File: src/rtl/sklansky_divider_8bit_if.sv
// Handshake and data bundle for sklansky_divider_8bit.
//   master : drives enable, start, dividend, divisor; observes the results
//   slave  : the divider itself
//   enable      global enable; low freezes the divider
//   start       division request, accepted only while idle
//   dividend    unsigned dividend
//   divisor     unsigned divisor
//   busy        operation in progress (RUN or DONE)
//   done        one-cycle pulse, results valid
//   quotient    registered quotient
//   remainder   registered remainder
//   div_by_zero last completed operation had divisor == 0
interface sklansky_divider_8bit_if #(
    parameter int WIDTH = 8
);
    logic             enable;
    logic             start;
    logic [WIDTH-1:0] dividend;
    logic [WIDTH-1:0] divisor;
    logic             busy;
    logic             done;
    logic [WIDTH-1:0] quotient;
    logic [WIDTH-1:0] remainder;
    logic             div_by_zero;

    modport master (
        output enable, start, dividend, divisor,
        input  busy, done, quotient, remainder, div_by_zero
    );

    modport slave (
        input  enable, start, dividend, divisor,
        output busy, done, quotient, remainder, div_by_zero
    );
endinterface

File: src/rtl/sklansky_divider_8bit.sv
// Sequential radix-2 restoring divider, one quotient bit per enabled clock.
//   clock    rising-edge clock
//   reset_n  asynchronous active-low reset
//   bus      sklansky_divider_8bit_if slave modport (handshake, operands, results)
// A division by a non-zero divisor takes 8 RUN cycles; divisor == 0 goes
// straight to DONE with quotient all-ones and remainder = dividend.
module sklansky_divider_8bit #(
    parameter int WIDTH = 8
) (
    input  logic                   clock,
    input  logic                   reset_n,
    sklansky_divider_8bit_if.slave bus
);
    typedef enum logic [1:0] {
        IDLE,
        RUN,
        DONE
    } state_t;

    state_t           state;
    logic [2:0]       count;
    logic [WIDTH:0]   prem;     // partial remainder
    logic [WIDTH-1:0] dvd;      // dividend bits shift out MSB first, quotient bits shift in
    logic [WIDTH-1:0] dsr;      // captured divisor

    logic [WIDTH+1:0] shifted;
    logic [WIDTH+1:0] trial;
    logic             qbit;
    logic [WIDTH:0]   next_rem;

    // One extra guard bit so the sign of the trial subtraction is exact.
    always_comb begin
        shifted  = {prem, dvd[WIDTH-1]};
        trial    = shifted - {2'b00, dsr};
        qbit     = ~trial[WIDTH+1];
        next_rem = qbit ? trial[WIDTH:0] : shifted[WIDTH:0];
    end

    always_ff @(posedge clock or negedge reset_n) begin
        if (!reset_n) begin
            state           <= IDLE;
            count           <= '0;
            prem            <= '0;
            dvd             <= '0;
            dsr             <= '0;
            bus.busy        <= 1'b0;
            bus.done        <= 1'b0;
            bus.quotient    <= '0;
            bus.remainder   <= '0;
            bus.div_by_zero <= 1'b0;
        end else if (bus.enable) begin
            case (state)
                IDLE: begin
                    if (bus.start) begin
                        dsr      <= bus.divisor;
                        bus.busy <= 1'b1;
                        if (bus.divisor == '0) begin
                            state           <= DONE;
                            bus.done        <= 1'b1;
                            bus.quotient    <= '1;
                            bus.remainder   <= bus.dividend;
                            bus.div_by_zero <= 1'b1;
                        end else begin
                            state <= RUN;
                            dvd   <= bus.dividend;
                            count <= '0;
                            prem  <= '0;
                        end
                    end
                end
                RUN: begin
                    prem  <= next_rem;
                    dvd   <= {dvd[WIDTH-2:0], qbit};
                    count <= count + 3'd1;
                    if (count == 3'(WIDTH - 1)) begin
                        state           <= DONE;
                        bus.done        <= 1'b1;
                        bus.quotient    <= {dvd[WIDTH-2:0], qbit};
                        bus.remainder   <= next_rem[WIDTH-1:0];
                        bus.div_by_zero <= 1'b0;
                    end
                end
                DONE: begin
                    state    <= IDLE;
                    bus.done <= 1'b0;
                    bus.busy <= 1'b0;
                end
                default: begin
                    state    <= IDLE;
                    bus.done <= 1'b0;
                    bus.busy <= 1'b0;
                end
            endcase
        end
    end
endmodule

File: src/flat_wrapper.sv
// flat-port wrapper written by rule: the top's interface ports become plain ports
module sklansky_divider_8bit_flat 
#(
    parameter int WIDTH = 8
)
  (clock, reset_n, bus_enable, bus_start, bus_dividend, bus_divisor, bus_busy, bus_done, bus_quotient, bus_remainder, bus_div_by_zero);
  sklansky_divider_8bit_if #(.WIDTH(WIDTH)) bus_i ();
  input  logic clock;
  input  logic reset_n;
  input wire logic [$bits(bus_i.enable)-1:0] bus_enable;
  input wire logic [$bits(bus_i.start)-1:0] bus_start;
  input wire logic [$bits(bus_i.dividend)-1:0] bus_dividend;
  input wire logic [$bits(bus_i.divisor)-1:0] bus_divisor;
  output wire logic [$bits(bus_i.busy)-1:0] bus_busy;
  output wire logic [$bits(bus_i.done)-1:0] bus_done;
  output wire logic [$bits(bus_i.quotient)-1:0] bus_quotient;
  output wire logic [$bits(bus_i.remainder)-1:0] bus_remainder;
  output wire logic [$bits(bus_i.div_by_zero)-1:0] bus_div_by_zero;
  assign bus_i.enable = bus_enable;
  assign bus_i.start = bus_start;
  assign bus_i.dividend = bus_dividend;
  assign bus_i.divisor = bus_divisor;
  assign bus_busy = bus_i.busy;
  assign bus_done = bus_i.done;
  assign bus_quotient = bus_i.quotient;
  assign bus_remainder = bus_i.remainder;
  assign bus_div_by_zero = bus_i.div_by_zero;
  sklansky_divider_8bit #(.WIDTH(WIDTH)) u_core (.clock(clock), .reset_n(reset_n), .bus(bus_i));
endmodule
File: config.mk
export PLATFORM = sky130hd
export DESIGN_NAME = sklansky_divider_8bit_flat
export DESIGN_NICKNAME = d
export VERILOG_FILES = /design/src/rtl/sklansky_divider_8bit_if.sv /design/src/rtl/sklansky_divider_8bit.sv /design/src/flat_wrapper.sv
export SDC_FILE = /design/constraint.sdc
export NUM_CORES = 1
export LEC_CHECK = 0
export CAP_MARGIN = 0
export CORE_MARGIN = 1.5
export CORE_UTILIZATION = 48
export DETAILED_ROUTE_END_ITERATION = 12
export HOLD_SLACK_MARGIN = 0.05
export PLACE_DENSITY_LB_ADDON = 0.15
export SLEW_MARGIN = 20
export SYNTH_ARGS = -nofsm -noshare
export SYNTH_HDL_FRONTEND = slang
export SYNTH_SLANG_ARGS = --single-unit
File: constraint.sdc
create_clock -name clock -period 2.5 [get_ports clock]
set_clock_uncertainty 0.1 [all_clocks]
set_input_delay 0.5 -clock clock [delete_from_list [all_inputs] [get_ports clock]]
set_output_delay 0.5 -clock clock [all_outputs]
set_load 0.03 [all_outputs]
==> summary.txt, run 1 <==
Worst setup path
  – Crit. End Element: register
  – Arrival time at the worst endpoint: 2450 ps
  – CP max FO: 3
  – WP data required: 2590 ps
  – R2r worst-path depth: 10
  – Reg2reg setup slack: 130 ps
  – Crit Path Class: reg2reg
  – Startpoint Class: register

Timing
  – Final hold vios: 0
  – Max_slew headroom: 58.46%
  – Setup TNS: 0 ps
  – Min Clock Period, post-route: 2367 ps
  – Fmax: 0.4225 GHz
  – Fin. max-slew vios: 0
  – Final period util: 94.67%
  – Worst-margin pin slew: 623.1 ps
  – Final worst slack: 133.2 ps
  – Final setup violation count: 0

Yosys
  – Main combinational cell family by area after synthesis: compound AO/OA/AOI/OAI gates
  – Post-Syn Area: 0.002564 mm2
  – Mean Syn Cell Area: 9.357 um2
  – Xor/xnor cell area share of the yosys netlist: 1.367%
  – Async set-reset flop share out of synthesis: 100.0%
  – Syn Nets: 305
  – Ys Warns: 0
  – Number of flops mapped to enable cells by yosys: 0
  – Yosys top cell area share: 47.83%
  – Adder-cell share of the synthesized area: 5.661%
  – Compound-cell area share of the yosys netlist: 19.28%
  – #FFs+latches synth: 49
  – Sequential fraction of the synthesis area: 47.83%
  – Mux contribution to synthesized area: 6.052%
  – Top FF cell, synth: dfrtp_1
  – Cells after synthesis: 274
  – Dominant cell type by area after synthesis: dfrtp_1
  – Synth Area in Simple Gates: 15.81%
  – Synth cell types: 43
  – Ranking of synthesized cells by area: dfrtp_1 48%, nand2_1 8.5%, o21ai_0 7.4%

Pwr
  – Cell area power density: 1481 mW/mm2
  – Psw: 2.210 mW
  – Net Sw Frac: 44.39%
  – Power share of the combinational group: 61.9%
  – Internal power: 2.768 mW
  – Pleak: 1.566 nW
  – Clock share of power: 9.9%
  – Peak supply drop: 0.7790 mV
  – Pwr Total: 4.978 mW
  – Sequential fraction of design power: 28.1%

Clock network
  – Root buffer cell: clkbuf_8
  – Worst-path clk slew: 100 ps
  – Number of buffers created by CTS: 5
  – Longest Clk Path Bufs: 2
  – H-tree depth reported by CTS: 2
  – CTS tree: done
  – Count of clock tree sinks: 49
  – Later-pin clock latency in the skew report: 300 ps

Floorplan
  – Die ar.: 0.005788 mm2
  – Initial Utilization: 49.88%
  – Die Height: 76.08 um
  – Row count: 26
  – Die W: 76.08 um
  – Core area: 0.005140 mm2
  – Top Ports: 39

Routing
  – Initial DRC count: 118
  – DR WL/cell: 14.63 um
  – Final wirelength: 5.982 mm
  – Vias: 2181
  – Residual DRC: 0
  – Via density: 5.333
  – Remaining antenna violation count: 0
  – TritonRoute pass-1 iters: 4

Finish
  – Antenna cells: 0
  – Area Growth Syn to Fin: 31.09%
  – Nets: 369
  – Final core utilization: 65.38%
  – Share of layout cells above drive strength 1: 18.58%
  – Fin cells: 409

Global routing
  – Largest net degree at the start of global routing: 50
  – Gr usage total: 21.15%
  – Initial antenna violation count: 0
  – Vias in the first global route: 2125
  – Grt ovf: 0
  – First-pass GRT wire length: 9.915 mm

Place
  – I/O Buffers: 38
  – Gp weighted congestion: 0.7669
  – Post-place setup slack: -243.2 ps
  – Final HPWL DP: 4.363 mm
  – Placed cell count: 399

Run status
  – Status: finished, final reports clean

Job
  – Maxcap violations: 0

Worst hold path
  – Hold Crit Class: in2async
power groups by stage:
stage                     registers [mW]  logic [mW]  clock network [mW]
final                               1.40        3.08               0.495
after global routing                1.44        3.37               0.537
after CTS                           1.40        2.87               0.503
after detailed placement            1.41        2.79                   0
after global placement              1.40        2.73                   0
after floorplan                     1.62        1.65                   0
cells in the mapped netlist (3+ instances only):
cell	count
o22ai_1	5
o21a_1	5
nor3_1	4
inv_1	13
ha_1	10
o21ai_0	38
a21o_1	4
nand3_1	4
nand2_1	58
and3_1	3
mux2_2	4
nor2_1	13
buf_2	7
mux2i_1	11
a21oi_1	12
dfrtp_1	49
sequential cells by signal, indices dropped and copies added (netlist names):
signal / cells
u_core.dvd: 8
u_core.count: 3
u_core.bus.busy: 1
u_core.bus.done: 1
u_core.bus.div_by_zero: 1
u_core.prem: 9
u_core.state: 2
u_core.bus.quotient: 8
u_core.bus.remainder: 8
u_core.dsr: 8
stage by stage:
stage	hold WS (ps)	area, um2
final	185.5	3361
after detailed placement	354.9	3176
after global placement	348.8	3176
after global routing	244.9	3361
after floorplan	104.4	2564
after CTS	214.6	3287
cell type report:
cell class                 instances  area (um2)
sequential                        49        1226
fill                             467        1779
timing repair buffer              67       596.8
clock inverter                     3       26.28
inverter                          13       48.80
clock buffer                       5       68.82
multi-input combinational        202        1306
tap                               70       87.58
critical path, cell delays in order, from the launching register on:
cell      delay [ps]
dfrtp_1          400
inv_1             70
ha_1             160
inv_1             60
fa_2             340
a21o_1           220
a311oi_1         290
nor2b_1          100
o21a_1           190
nor3b_1          190
o211ai_1         120
final timing paths:
kind / startpoint / to
max in group asynchronous: reset_n / u_core.dvd[3]
max reg2reg: u_core.dvd[7] / u_core.prem[8]
max: u_core.dvd[7] / u_core.prem[8]
min reg2reg: u_core.bus.quotient[1] / u_core.bus.quotient[1]
min: reset_n / u_core.dsr[5]
min in group clock: u_core.bus.quotient[1] / u_core.bus.quotient[1]
repair_timing:
| action | 4_1_cts | 5_1_grt |
|---|---|---|
| endpoints found under the setup margin | 6 | 14 |
| pin swaps | 1 | 4 |
| gates resized for setup | 3 | 14 |
| hold buffers | 0 | 0 |
| buffers inserted | 0 | 2 |
| cloned | 0 | 0 |
logic make-up after synthesis:
family,after synthesis
buf+inv,23
fa+ha+maj,11
simple gates,92
xor+xnor,4
compound gates,80
mux,15
flops,49
metal layers:
metal	GRT usage, %	vias up	part of all wire, %
met5	0	-	0
met4	6.852	0	1.1
met3	2.994	6	3.0
met2	35.23	38	49
met1	28.66	1051	47
li1	-	1086	-
cells in the final DEF, fill, tap and decap left out, drive strengths merged, types with 4 or more instances in the layout:
cell type	netlist	final
clkdlybuf4s50	0	37
mux2i	11	11
inv	13	14
a21oi	12	12
nand2	59	59
o21ai	38	38
a21o	4	4
o21a	5	5
ha	10	10
buf	8	30
o22ai	5	5
clkbuf	2	5
mux2	4	4
dfrtp	49	49
nand3	4	4
nor3	4	4
nor2	14	14
Note: power is estimated with default switching activity, not from simulation.
==> run 2, diff against run 1 <==
- ABC_AREA: default -> 1
- CORE_UTILIZATION: 48 -> 55
- clock period: 2.5 -> 2.24 ns (I/O delays scaled with it)
==> run 2 against run 1 <==
Against the previous run: critical endpoint is now u_core.bus.remainder[0]; power is 7.8% higher; worst setup slack better by 39 ps; via count is 11% higher; largest cell class unchanged.
==> summary.txt, run 2 <==
Timing
  – RSZ-0062 raised after global routing: false
  – Final worst slack: 172.6 ps (+39.48 ps)
  – Final period util: 92.29% (-2.4 points)
  – Max_slew headroom: 64.32% (+5.9 points)
  – Worst-margin pin slew: 535.2 ps (-87.88 ps)
  – Min Clock Period, post-route: 2067 ps (-299.5 ps)
  – Final setup violation count: 0 (unchanged)
  – Final hold vios: 0 (unchanged)
  – Setup TNS: 0 ps (unchanged)
  – Fin. max-slew vios: 0 (unchanged)
  – Fmax: 0.4837 GHz (+14%)

Yosys
  – Async set-reset flop share out of synthesis: 100.0% (unchanged)
  – #FFs+latches synth: 49 (unchanged)
  – Yosys top cell area share: 42.70% (-5.1 points)
  – Ranking of synthesized cells by area: dfrtp_1 43%, nand2_1 14%, inv_1 7.1%
  – Ys Warns: 0 (unchanged)
  – Synth cell types: 31 (-28%)
  – Syn Nets: 401 (+31%)
  – Sequential fraction of the synthesis area: 42.70% (-5.1 points)
  – Top post-synthesis cells by count: 106 x nand2_1, 54 x inv_1, 49 x dfrtp_1
  – Number of flops mapped to enable cells by yosys: 0 (unchanged)
  – Mean Syn Cell Area: 7.761 um2 (-17%)
  – Post-Syn Area: 0.002872 mm2 (+12%)
  – Top FF cell, synth: dfrtp_1
  – Cells after synthesis: 370 (+35%)
  – Top-count cell post-synth: nand2_1
  – Dominant cell type by area after synthesis: dfrtp_1

Place
  – Gp weighted congestion: 0.9465 (+23%)
  – I/O Buffers: 38 (unchanged)
  – Post-place setup slack: 29.02 ps (+272.2 ps)
  – Final HPWL DP: 4.875 mm (+12%)

Global routing
  – First-pass GRT wire length: 10.39 mm (+4.8%)
  – Vias in the first global route: 2250 (+5.9%)
  – Largest net degree at the start of global routing: 29 (-42%)
  – Initial antenna violation count: 0 (unchanged)
  – Grt ovf: 0 (unchanged)
  – Gr usage total: 24.70% (+3.6 points)

Finish
  – Largest Register: u_core.prem
  – Share of layout cells above drive strength 1: 10.31% (-8.3 points)
  – Final core utilization: 68.42% (+3.0 points)
  – Commonest non-fill, non-tap cell in the layout: nand2_1
  – Commonest cells after routing, fill and taps aside: 106 x nand2_1, 54 x inv_1, 49 x dfrtp_1
  – Antenna cells: 0 (unchanged)
  – Nets: 447 (+21%)
  – Max reg flops: 9 (unchanged)
  – Area Growth Syn to Fin: 20.92%

Worst setup path
  – Reg2reg setup slack: 170 ps (+40 ps)
  – WP data required: 2340 ps (-250 ps)
  – Crit. End Element: register
  – Startpoint Class: register
  – CP max FO: 11 (+8)
  – Arrival time at the worst endpoint: 2160 ps (-290 ps)
  – Crit Path Class: reg2reg

Pwr
  – Peak supply drop: 0.9270 mV (+19%)
  – Pleak: 1.814 nW (+16%)
  – Cell area power density: 1546 mW/mm2 (+4.4%)

Clock network
  – Root buffer cell: clkbuf_8
  – CTS tree: done
  – Number of buffers created by CTS: 5 (unchanged)
  – H-tree depth reported by CTS: 2 (unchanged)
  – Later-pin clock latency in the skew report: 300 ps (about the same)
  – Count of clock tree sinks: 49 (unchanged)
  – Worst-path clk slew: 90 ps (about the same)
  – Longest Clk Path Bufs: 2 (unchanged)
  – Post-CTS Setup Bufs: 0 (unchanged)

Routing
  – Final wirelength: 6.262 mm (+4.7%)
  – Vias: 2429 (+11%)
  – Residual DRC: 0 (unchanged)
  – TritonRoute pass-1 iters: 4 (unchanged)
  – DR WL/cell: 12.86 um (-12%)
  – Remaining antenna violation count: 0 (unchanged)
  – Initial DRC count: 117 (-0.85%)
  – Via density: 4.988 (-6.5%)

Floorplan
  – Die W: 75.26 um (-1.1%)
  – Die ar.: 0.005663 mm2 (-2.2%)
  – Row count: 26 (unchanged)
  – Core area: 0.005075 mm2 (-1.3%)
  – Top Ports: 39 (unchanged)
  – Die Height: 75.26 um (-1.1%)
  – Initial Utilization: 56.58% (+6.7 points)

Worst hold path
  – Hold Crit Class: reg2reg

Job
  – Maxcap violations: 0 (unchanged)

Run status
  – Status: finished, final reports clean
## run 2: cell families (layout without fill, tap and decap cells)
family / after synthesis / after routing / synth area share (%)
simple gates: 193 / 193 / 31.28
fa+ha+maj: 11 / 11 / 5.054
flops: 49 / 49 / 42.70
xor+xnor: 3 / 3 / 0.9152
buf+inv: 70 / 117 / 11.15
compound gates: 44 / 44 / 8.889
## run 2: metal layers
layer  vias up  track usage, %  wire [um]
met4         0           7.937         97
met1      1114           35.30       3009
met3         8           4.819        248
met2        50           38.05       2907
met5         -               0          0
li1       1257               -          -
## run 2: final timing paths
kind,startpoint,end,cells past startpoint
max,u_core.prem[1],u_core.bus.remainder[0],14
min,u_core.count[0],u_core.count[0],1
max reg2reg,u_core.prem[1],u_core.bus.remainder[0],14
min reg2reg,u_core.count[0],u_core.count[0],1
max in group asynchronous,reset_n,u_core.bus.quotient[2],3
min in group asynchronous,reset_n,u_core.prem[6],2
## run 2: layout make-up
class,instances,area [um2]
clock buffers,6,72.57
clock inverters,2,15.01
fillers,456,1603
inverters,58,220.2
multi-input cells,251,1338
flip-flops and latches,49,1226
well taps,70,87.58
repair buffers,51,513.0
## run 2: worst max-delay path: stages (launching register included)
cell     delay (ps)
dfrtp_1         430
ha_1            380
nand2_1         110
nand2_1          60
nand2_1          50
nand2_1          50
nand2_1         100
nand3_1          90
nand2_1          80
nand2_1          80
buf_12          160
nand3_1          80
nand3_1          90
nand2_1          70
inv_1            40
## run 2: report_power, final
part | switching (mW) | internal (mW) | total [mW]
sequential | 0.255 | 1.27 | 1.52
combinational | 2.04 | 1.30 | 3.34
clock | 0.288 | 0.220 | 0.508
total | 2.58 | 2.78 | 5.37
## run 2: metrics by stage
stage	std cells	power (mW)	area, um2	hold slack (ps)
finish	487	5.368	3472	385.7
global route	487	5.858	3472	414.8
CTS	487	5.366	3460	388.0
detailed placement	478	4.844	3362	357.0
global placement	478	4.766	3362	357.2
floorplan	370	3.868	2872	52.41
## run 2: repair_timing
action,in CTS,in global routing
endpoints found under the hold margin,21,0
endpoints found under the setup margin,0,3
resized for setup,0,1
hold buffers,1,0
